<file path="src/rtl/uart_tx_fifo_if.sv">
// Producer-side push/status bundle for uart_tx_fifo.
interface uart_tx_fifo_if #(
  parameter int DEPTH = 16
) ();
  localparam int ADDR_W = $clog2(DEPTH);

  logic            wr_en;
  logic [7:0]      wr_data;
  logic            flush;
  logic            full;
  logic            empty;
  logic [ADDR_W:0] count;
  logic            overflow;

  modport master (output wr_en, wr_data, flush, input full, empty, count, overflow);
  modport slave  (input wr_en, wr_data, flush, output full, empty, count, overflow);
endinterface

</file>
<file path="src/rtl/uart_tx_fifo.sv">
// Byte FIFO plus transmit sequencer feeding a uart transmit/tx_byte pair.
// Bytes are issued one at a time, paced on uart_is_transmitting.
module uart_tx_fifo #(
  parameter int DEPTH         = 16,
  parameter int ADDR_W        = $clog2(DEPTH),
  parameter int START_TIMEOUT = 4
) (
  input  logic          clk,
  input  logic          rst,
  uart_tx_fifo_if.slave push_if,
  output logic          tx_error,
  output logic          busy,
  output logic          uart_transmit,
  output logic [7:0]    uart_tx_byte,
  input  logic          uart_is_transmitting
);
  localparam int CNT_W = ADDR_W + 1;
  localparam int TMR_W = (START_TIMEOUT < 1) ? 1 : $clog2(START_TIMEOUT + 1);

  typedef enum logic [1:0] {IDLE, ISSUE, WAIT_START, WAIT_DONE} state_t;

  state_t            state_q, state_d;
  logic [7:0]        mem [DEPTH];
  logic [ADDR_W-1:0] wr_ptr_q, rd_ptr_q;
  logic [CNT_W-1:0]  count_q;
  logic [TMR_W-1:0]  timer_q, timer_d;
  logic              full, empty, push, pop, ovf_q;
  logic              transmit_d, error_d;
  logic [7:0]        tx_byte_d;

  // full/empty come from the registered count, so a same-cycle pop never frees a slot
  assign full  = (count_q == CNT_W'(DEPTH));
  assign empty = (count_q == '0);
  assign push  = push_if.wr_en & ~full & ~push_if.flush;

  assign push_if.full     = full;
  assign push_if.empty    = empty;
  assign push_if.count    = count_q;
  assign push_if.overflow = ovf_q;

  assign busy = (state_q != IDLE) | uart_is_transmitting;

  // Storage write port; contents are deliberately not reset
  always_ff @(posedge clk) begin
    if (push) mem[wr_ptr_q] <= push_if.wr_data;
  end

  // Pointers, occupancy and overflow pulse; flush overrides push and pop
  always_ff @(posedge clk or negedge rst) begin
    if (!rst) begin
      wr_ptr_q <= '0;
      rd_ptr_q <= '0;
      count_q  <= '0;
      ovf_q    <= 1'b0;
    end else begin
      ovf_q <= push_if.wr_en & full & ~push_if.flush;
      if (push_if.flush) begin
        rd_ptr_q <= wr_ptr_q;
        count_q  <= '0;
      end else begin
        if (push) wr_ptr_q <= wr_ptr_q + 1'b1;
        if (pop)  rd_ptr_q <= rd_ptr_q + 1'b1;
        case ({push, pop})
          2'b10:   count_q <= count_q + 1'b1;
          2'b01:   count_q <= count_q - 1'b1;
          default: count_q <= count_q;
        endcase
      end
    end
  end

  // Sequencer next-state and next registered outputs
  always_comb begin
    state_d    = state_q;
    timer_d    = timer_q;
    transmit_d = 1'b0;
    error_d    = 1'b0;
    tx_byte_d  = uart_tx_byte;
    pop        = 1'b0;
    case (state_q)
      IDLE: begin
        if (!empty && !uart_is_transmitting && !push_if.flush) begin
          pop        = 1'b1;
          transmit_d = 1'b1;
          tx_byte_d  = mem[rd_ptr_q];
          state_d    = ISSUE;
        end
      end
      ISSUE: begin
        timer_d = '0;
        state_d = WAIT_START;
      end
      WAIT_START: begin
        // the limit is compared before incrementing, giving the uart
        // START_TIMEOUT+1 looks at is_transmitting before the byte is dropped
        if (uart_is_transmitting) begin
          state_d = WAIT_DONE;
        end else if (timer_q == TMR_W'(START_TIMEOUT)) begin
          error_d = 1'b1;
          state_d = IDLE;
        end else begin
          timer_d = timer_q + 1'b1;
        end
      end
      WAIT_DONE: begin
        if (!uart_is_transmitting) state_d = IDLE;
      end
      default: state_d = IDLE;
    endcase
  end

  // Sequencer state and registered uart-side outputs
  always_ff @(posedge clk or negedge rst) begin
    if (!rst) begin
      state_q       <= IDLE;
      timer_q       <= '0;
      uart_transmit <= 1'b0;
      uart_tx_byte  <= 8'h00;
      tx_error      <= 1'b0;
    end else begin
      state_q       <= state_d;
      timer_q       <= timer_d;
      uart_transmit <= transmit_d;
      uart_tx_byte  <= tx_byte_d;
      tx_error      <= error_d;
    end
  end
endmodule
</file>
<file path="src/flat_wrapper.sv">
// flat-port wrapper written by rule: the top's interface ports become plain ports
module uart_tx_fifo_flat 
#(
  parameter int DEPTH         = 16,
  parameter int ADDR_W        = $clog2(DEPTH),
  parameter int START_TIMEOUT = 4
)
  (clk, rst, tx_error, busy, uart_transmit, uart_tx_byte, uart_is_transmitting, push_if_wr_en, push_if_wr_data, push_if_flush, push_if_full, push_if_empty, push_if_count, push_if_overflow);
  uart_tx_fifo_if #(.DEPTH(DEPTH)) push_if_i ();
  input  logic clk;
  input  logic rst;
  output logic tx_error;
  output logic busy;
  output logic uart_transmit;
  output logic [7:0] uart_tx_byte;
  input  logic uart_is_transmitting;
  input wire logic [$bits(push_if_i.wr_en)-1:0] push_if_wr_en;
  input wire logic [$bits(push_if_i.wr_data)-1:0] push_if_wr_data;
  input wire logic [$bits(push_if_i.flush)-1:0] push_if_flush;
  output wire logic [$bits(push_if_i.full)-1:0] push_if_full;
  output wire logic [$bits(push_if_i.empty)-1:0] push_if_empty;
  output wire logic [$bits(push_if_i.count)-1:0] push_if_count;
  output wire logic [$bits(push_if_i.overflow)-1:0] push_if_overflow;
  assign push_if_i.wr_en = push_if_wr_en;
  assign push_if_i.wr_data = push_if_wr_data;
  assign push_if_i.flush = push_if_flush;
  assign push_if_full = push_if_i.full;
  assign push_if_empty = push_if_i.empty;
  assign push_if_count = push_if_i.count;
  assign push_if_overflow = push_if_i.overflow;
  uart_tx_fifo #(.DEPTH(DEPTH), .ADDR_W(ADDR_W), .START_TIMEOUT(START_TIMEOUT)) u_core (.clk(clk), .rst(rst), .push_if(push_if_i), .tx_error(tx_error), .busy(busy), .uart_transmit(uart_transmit), .uart_tx_byte(uart_tx_byte), .uart_is_transmitting(uart_is_transmitting));
endmodule
</file>
<file path="config.mk">
export PLATFORM = sky130hd
export DESIGN_NAME = uart_tx_fifo_flat
export DESIGN_NICKNAME = d
export VERILOG_FILES = /design/src/rtl/uart_tx_fifo_if.sv /design/src/rtl/uart_tx_fifo.sv /design/src/flat_wrapper.sv
export SDC_FILE = /design/constraint.sdc
export NUM_CORES = 1
export LEC_CHECK = 0
export CAP_MARGIN = 20
export CORE_ASPECT_RATIO = 0.6
export CORE_MARGIN = 2
export CORE_UTILIZATION = 57
export CTS_CLUSTER_DIAMETER = 150
export DETAILED_ROUTE_END_ITERATION = 8
export GPL_TIMING_DRIVEN = 0
export PLACE_DENSITY = 0.76
export SLEW_MARGIN = 0
export SYNTH_ARGS = -nofsm -noshare
export SYNTH_HDL_FRONTEND = slang
export SYNTH_SLANG_ARGS = --single-unit
</file>
<file path="constraint.sdc">
create_clock -name clk -period 4 [get_ports clk]
set_clock_uncertainty 0.15 [all_clocks]
set_input_delay 0.8 -clock clk [delete_from_list [all_inputs] [get_ports clk]]
set_output_delay 0.8 -clock clk [all_outputs]
set_load 0.03 [all_outputs]
</file>
* Word-level counts from Yosys, hierarchy flattened
Memories as Yosys holds them, arrays and structs flattened. A register that Yosys moved wholly into a read port is not among the register bits.
Index checks and enable logic that the tools add are counted.
** Storage, ports and cells
- Register bits after elaboration :: 21
- Bits in latches :: 0
- Bits in writable memories :: 128
- Memory bits (read-only) :: 0
- Input bits :: 13
- Output and inout port bits :: 19
- Word-level logic and storage cells :: 68
- Memories :: 1
** Memory list
- u_core.mem :: words 16, bits a word 8, rd ports 1, clocked after memory_dff 1, write ports 1, RTL line uart_tx_fifo.sv:23 : logic [7:0] mem [DEPTH];
** Cells by class
- Add/sub/neg operators :: 5
- Multiply operators :: 0
- Div/mod/pow operators :: 0
- Order comparisons :: 0
- Equal/unequal tests :: 12
- Shifts and indexed selects :: 0
- Multiplexer cells :: 19
- Bitwise gates (word level) :: 7
- Reductions and logical operators :: 16
** Operators with widths (number)
- $pmux W5 S2 :: 1
- $add A4 B1 Y4 const B :: 2
- $mux W2 :: 4
- $mux W4 :: 2
- $pmux W2 S4 :: 1
- $mux W1 :: 7
- $eq A2 B2 Y1 const B :: 3
- $mux W3 :: 2
- $ne A2 B2 Y1 const B :: 3
- $pmux W3 S2 :: 1
- $reduce_and A3 Y1 :: 2
- $reduce_bool A2 Y1 :: 3
- $add A5 B1 Y5 const B :: 1
- $eq A5 B5 Y1 const B :: 1
- $logic_not A5 Y1 :: 1
- $mux W5 :: 1
- $sub A5 B1 Y5 const B :: 1
- $and A1 B1 Y1 :: 4
- $eq A2 B1 Y1 const B :: 2
- $logic_not A1 Y1 :: 4
- $reduce_and A2 Y1 :: 2
- $add A3 B1 Y3 const B :: 1
- $eq A3 B3 Y1 const B :: 1
- $ne A3 B2 Y1 const B :: 1
- other kinds (6) :: 8

* Depth between registers and ports, before layout
- Depth in word-level cells :: 9
- Depth in mapped cells :: 11
- Mapped depth without buffers :: 9

* Worst setup path after synthesis
Ideal clock, no wire load.
- Path type :: input to register
- Start :: input push_if_flush
- End :: register u_core.count_q[4], in the netlist u_core.push_if.count[4]
- Setup time :: 0.078 ns
- Arrival :: 2.885 ns
- Required time :: 3.772 ns
- Path slack :: 0.886 ns
- Stages :: 11
- Path buffers :: 2
- Path through :: buf_2 nor4_1 o21ai_4 buf_2 nor2_1 xor2_1 ha_1 a31oi_1 nor3_1 or3_1 a21oi_1
** Between the ends
- Longest elaborated chain between the ends :: 7
- Elaborated cells between the ends (all ways) :: 11
- Classes of those cells :: 2 x eq/ne; 4 x mux; 2 x bitwise; 3 x reduce/logical
** Ends and longest elaborated chain
- start: declaration :: RTL line flat_wrapper.sv:19 : input wire logic [$bits(push_if_i.flush)-1:0] push_if_flush;
- $logic_not A1 Y1 :: RTL line uart_tx_fifo.sv:82 : if (!empty && !uart_is_transmitting && !push_if.flush) begin
- $logic_and A1 B1 Y1 :: RTL line uart_tx_fifo.sv:82
- $mux W1 :: RTL line uart_tx_fifo.sv:82
- $mux W1 :: RTL line uart_tx_fifo.sv:80 : case (state_q)
- $eq A2 B1 Y1 / $eq A2 B2 Y1 (equally long branches) :: RTL line uart_tx_fifo.sv:63 : case ({push, pop})
- $pmux W5 S2 :: RTL line uart_tx_fifo.sv:63
- $mux W5 :: RTL line uart_tx_fifo.sv:57 : if (push_if.flush) begin
- end signal: assignment :: RTL line uart_tx_fifo.sv:64 : 2'b10: count_q <= count_q + 1'b1;
- end signal: assignment :: RTL line uart_tx_fifo.sv:65 : 2'b01: count_q <= count_q - 1'b1;
- end signal: assignment :: RTL line uart_tx_fifo.sv:66 : default: count_q <= count_q;
- end: declaration :: RTL line uart_tx_fifo.sv:25 : logic [CNT_W-1:0] count_q;
Several ways; a longest one is shown, not always the timed one.
A chain may end at the register's enable or synchronous reset.

* Final worst setup path
- Start :: input uart_is_transmitting
- End :: register u_core.count_q[4], in the netlist u_core.push_if.count[4]
** Between the ends
- Longest elaborated chain between the ends :: 8
- Elaborated cells between the ends (all ways) :: 10
- Classes of those cells :: 2 x eq/ne; 4 x mux; 4 x reduce/logical
** Ends and longest elaborated chain
- start: declaration :: RTL line flat_wrapper.sv:16 : input logic uart_is_transmitting;
- $logic_not A1 Y1 (*) :: RTL line uart_tx_fifo.sv:82
- $logic_and A1 B1 Y1 (*) (2 in series) :: RTL line uart_tx_fifo.sv:82
- $mux W1 (*) :: RTL line uart_tx_fifo.sv:82
- $mux W1 (*) :: RTL line uart_tx_fifo.sv:80
- $eq A2 B1 Y1 / $eq A2 B2 Y1 (equally long branches) :: RTL line uart_tx_fifo.sv:63
- $pmux W5 S2 :: RTL line uart_tx_fifo.sv:63
- $mux W5 :: RTL line uart_tx_fifo.sv:57
Every way passes the cells marked *; elsewhere a longest branch is shown, timed or not.

==> flow_summary.json <==
{
  "fin_nets": 431,
  "critPathMaxStageDelay_ps": 740,
  "drc": 0,
  "place_worst_setup_slack_ps": -79.8,
  "cp_common_cell": "nor4_1",
  "grt_pass1_wl_um": 20300,
  "cts-resized-gates": 0,
  "routedWlPerCell_um": 23.6,
  "worstSetupEndpointType": "flip-flop",
  "clk_latency_ps": 420,
  "grt_start_max_net_pins": 21,
  "startpoint_type": "input port",
  "tns_ps": 0,
  "yosys_warnings": 0,
  "rows": 29,
  "setup_viol": 0,
  "fmax_mhz": 268,
  "synth_edf_count": 128,
  "rsz0062_at_grt": "no",
  "p_per_area_nw_per_um2": 665,
  "fp.dieW_um": 141,
  "vias": 3418,
  "crit_arrival_ps": 3870,
  "totalWireLength_um": 13300,
  "cts_tree": "built",
  "yosysMostFrequentCell": "edfxtp_1",
  "synth_cell_types": 42,
  "cts_max_path_buffers": 2,
  "period_needed_ps": 3730,
  "worstPathCellList": "clkdlybuf4s50_1 -> nor4_1 -> o21ai_4 -> buf_2 -> nor2_1 -> xor2_1 -> ha_1 -> o31a_1 -> nor4_1 -> or3_1 -> a21oi_1",
  "synthTopCellsByCount": "edfxtp_1, mux4_2, nand2_1, dfrtp_1",
  "synth-seq-cells": 157,
  "multi_input_area_um2": 1740,
  "port_buffers": 30,
  "holdCritPathClass": "flip-flop to flip-flop",
  "regArea_um2": 4570,
  "post_cts_buffers": 0,
  "synth.avg_cell_area_um2": 17.9,
  "clkSlewWorstSetupHoldPaths_ps": 60,
  "start_util_pct": 59.7,
  "critical_path_required_ps": 4140,
  "synth_nets": 381,
  "syn_inst": 359,
  "max-cap-violations": 0,
  "yosys.area.top_type": "edfxtp_1",
  "core_um2": 10800,
  "drive_above_1_share_pct": 20.9,
  "fin_ws_ps": 271,
  "io_pins": 32,
  "drv_slew": 0,
  "grt_antenna_before_repair": 1,
  "synthToLayoutAreaGrowth_pct": 16.6,
  "ys.flop_type": "edfxtp_1",
  "leakage_nw": 2.60,
  "antenna_cells": 0,
  "peakVddDrop_mv": 0.426,
  "worstMarginPinSlew_ps": 822,
  "cp_max_fo": 10,
  "fin_crit_sh_pct": 93.2,
  "cts_hold_buf": 0,
  "cts-htree-levels": 4,
  "fillers": 695,
  "ys_seq_area_share_pct": 71.0,
  "cts.sink_count": 157,
  "synth_top_area_share_pct": 59.7,
  "slew_headroom_pct": 45.2,
  "ys_top_cells_by_area": "edfxtp_1, mux4_2, dfrtp_1",
  "drt_iter0_markers": 382,
  "grt_use_total_pct": 23.7,
  "cp_slowest_cell": "nor4_1",
  "hold_viol": 0,
  "dieArea_um2": 12200,
  "ant_nets": 0,
  "crit_type": "input port to flip-flop",
  "numCtsBuffers": 17,
  "dpl.hpwl_um": 9120,
  "netlist_area_um2": 6430,
  "ctsRootBufferMaster": "clkbuf_16",
  "die_h_um": 86.3,
  "status": "finished, final reports clean",
  "grt_pass1_vias": 3424,
  "grt_overflow": 0,
  "viasPerCell": 6.09,
  "gp_congestion": 0.800,
  "dr.pass1.iters": 5,
  "ys_async_sr_fraction_pct": 18.5
}
## sequential cells by signal, indices dropped and copies added, names as in the netlist
signal,cells
u_core.mem,128
u_core.uart_tx_byte,8
u_core.push_if.count,5
u_core.rd_ptr_q,4
u_core.wr_ptr_q,4
u_core.timer_q,3
u_core.state_q,2
u_core.push_if.overflow,1
u_core.tx_error,1
u_core.uart_transmit,1
## where the power goes
part / leakage (nW) / internal, mW / switching, mW
clock: 0.283 / 0.885 / 0.675
combinational: 0.795 / 0.623 / 0.757
sequential: 1.52 / 1.94 / 0.108
total: 2.60 / 3.45 / 1.54
## layout make-up
cell class | count | share of cell area (%)
Sequential cell | 157 | 60.9
Multi-Input combinational cell | 173 | 23.2
Clock buffer | 18 | 5.85
Timing Repair Buffer | 31 | 4.20
Tap cell | 139 | 2.32
Clock inverter | 14 | 1.83
Buffer | 17 | 1.10
Inverter | 12 | 0.601
## stage by stage
step / instance area (µm²) / hold slack (ps) / instances / total power [mW] / util (%)
CTS: 7500 / 335 / 561 / 5.00 / 69.6
global placement: 6910 / 313 / 528 / 3.40 / 64.1
detailed placement: 6920 / 320 / 529 / 3.45 / 64.3
global route: 7500 / 367 / 561 / 5.18 / 69.6
floorplan: 6430 / 354 / 359 / 2.98 / -
finish: 7500 / 328 / 561 / 4.99 / 69.6
## kinds of logic after synthesis
group | count (synthesis) | synth area share [%]
AO/OA/AOI/OAI | 27 | 2.82
XOR/XNOR | 9 | 1.23
adder cells (fa/ha/maj) | 9 | 1.75
buffers and inverters | 29 | 1.98
flip-flops | 157 | 71.0
multiplexers | 43 | 14.5
AND/OR/NAND/NOR | 85 | 6.73
## worst paths after layout
check / from / slack [ps] / cells past startpoint / endpoint
worst max-delay path: uart_is_transmitting / 270 / 11 / u_core.push_if.count[4]
worst min-delay path: u_core.uart_tx_byte[2] / 330 / 2 / u_core.uart_tx_byte[2]
worst max register to register: u_core.state_q[0] / 750 / 11 / u_core.push_if.count[4]
min in group asynchronous: rst / 550 / 1 / u_core.uart_tx_byte[1]
max in group asynchronous: rst / 2640 / 2 / u_core.uart_tx_byte[3]
worst min register to register: u_core.uart_tx_byte[2] / 330 / 2 / u_core.uart_tx_byte[2]
## per-layer routing
layer | vias up | global-route usage, % | wire, µm
met5 | - | 0 | 0
met4 | 0 | 6.36 | 95
met3 | 12 | 6.91 | 1290
met2 | 133 | 34.2 | 6000
met1 | 1772 | 36.3 | 5870
li1 | 1501 | - | -
## worst max-delay path, delay by kind of cell
kind | cells | cell delay (ps)
AND/OR/NAND/NOR | 4 | 1440
buffers and inverters | 2 | 790
AO/OA/AOI/OAI | 3 | 500
adder cells (fa/ha/maj) | 1 | 230
XOR/XNOR | 1 | 100
## placed cells by master, fill, tap and decap left out, types with 10 or more instances in the layout
master | netlist | final
clkbuf_16 | 0 | 17
dfrtp_1 | 29 | 29
o21ai_0 | 10 | 10
mux4_2 | 40 | 40
clkdlybuf4s50_1 | 0 | 30
edfxtp_1 | 128 | 128
and2_1 | 14 | 14
inv_1 | 11 | 11
nand2_1 | 33 | 33
nor2_1 | 14 | 14
No activity file was read; power rests on OpenSTA's default activity.
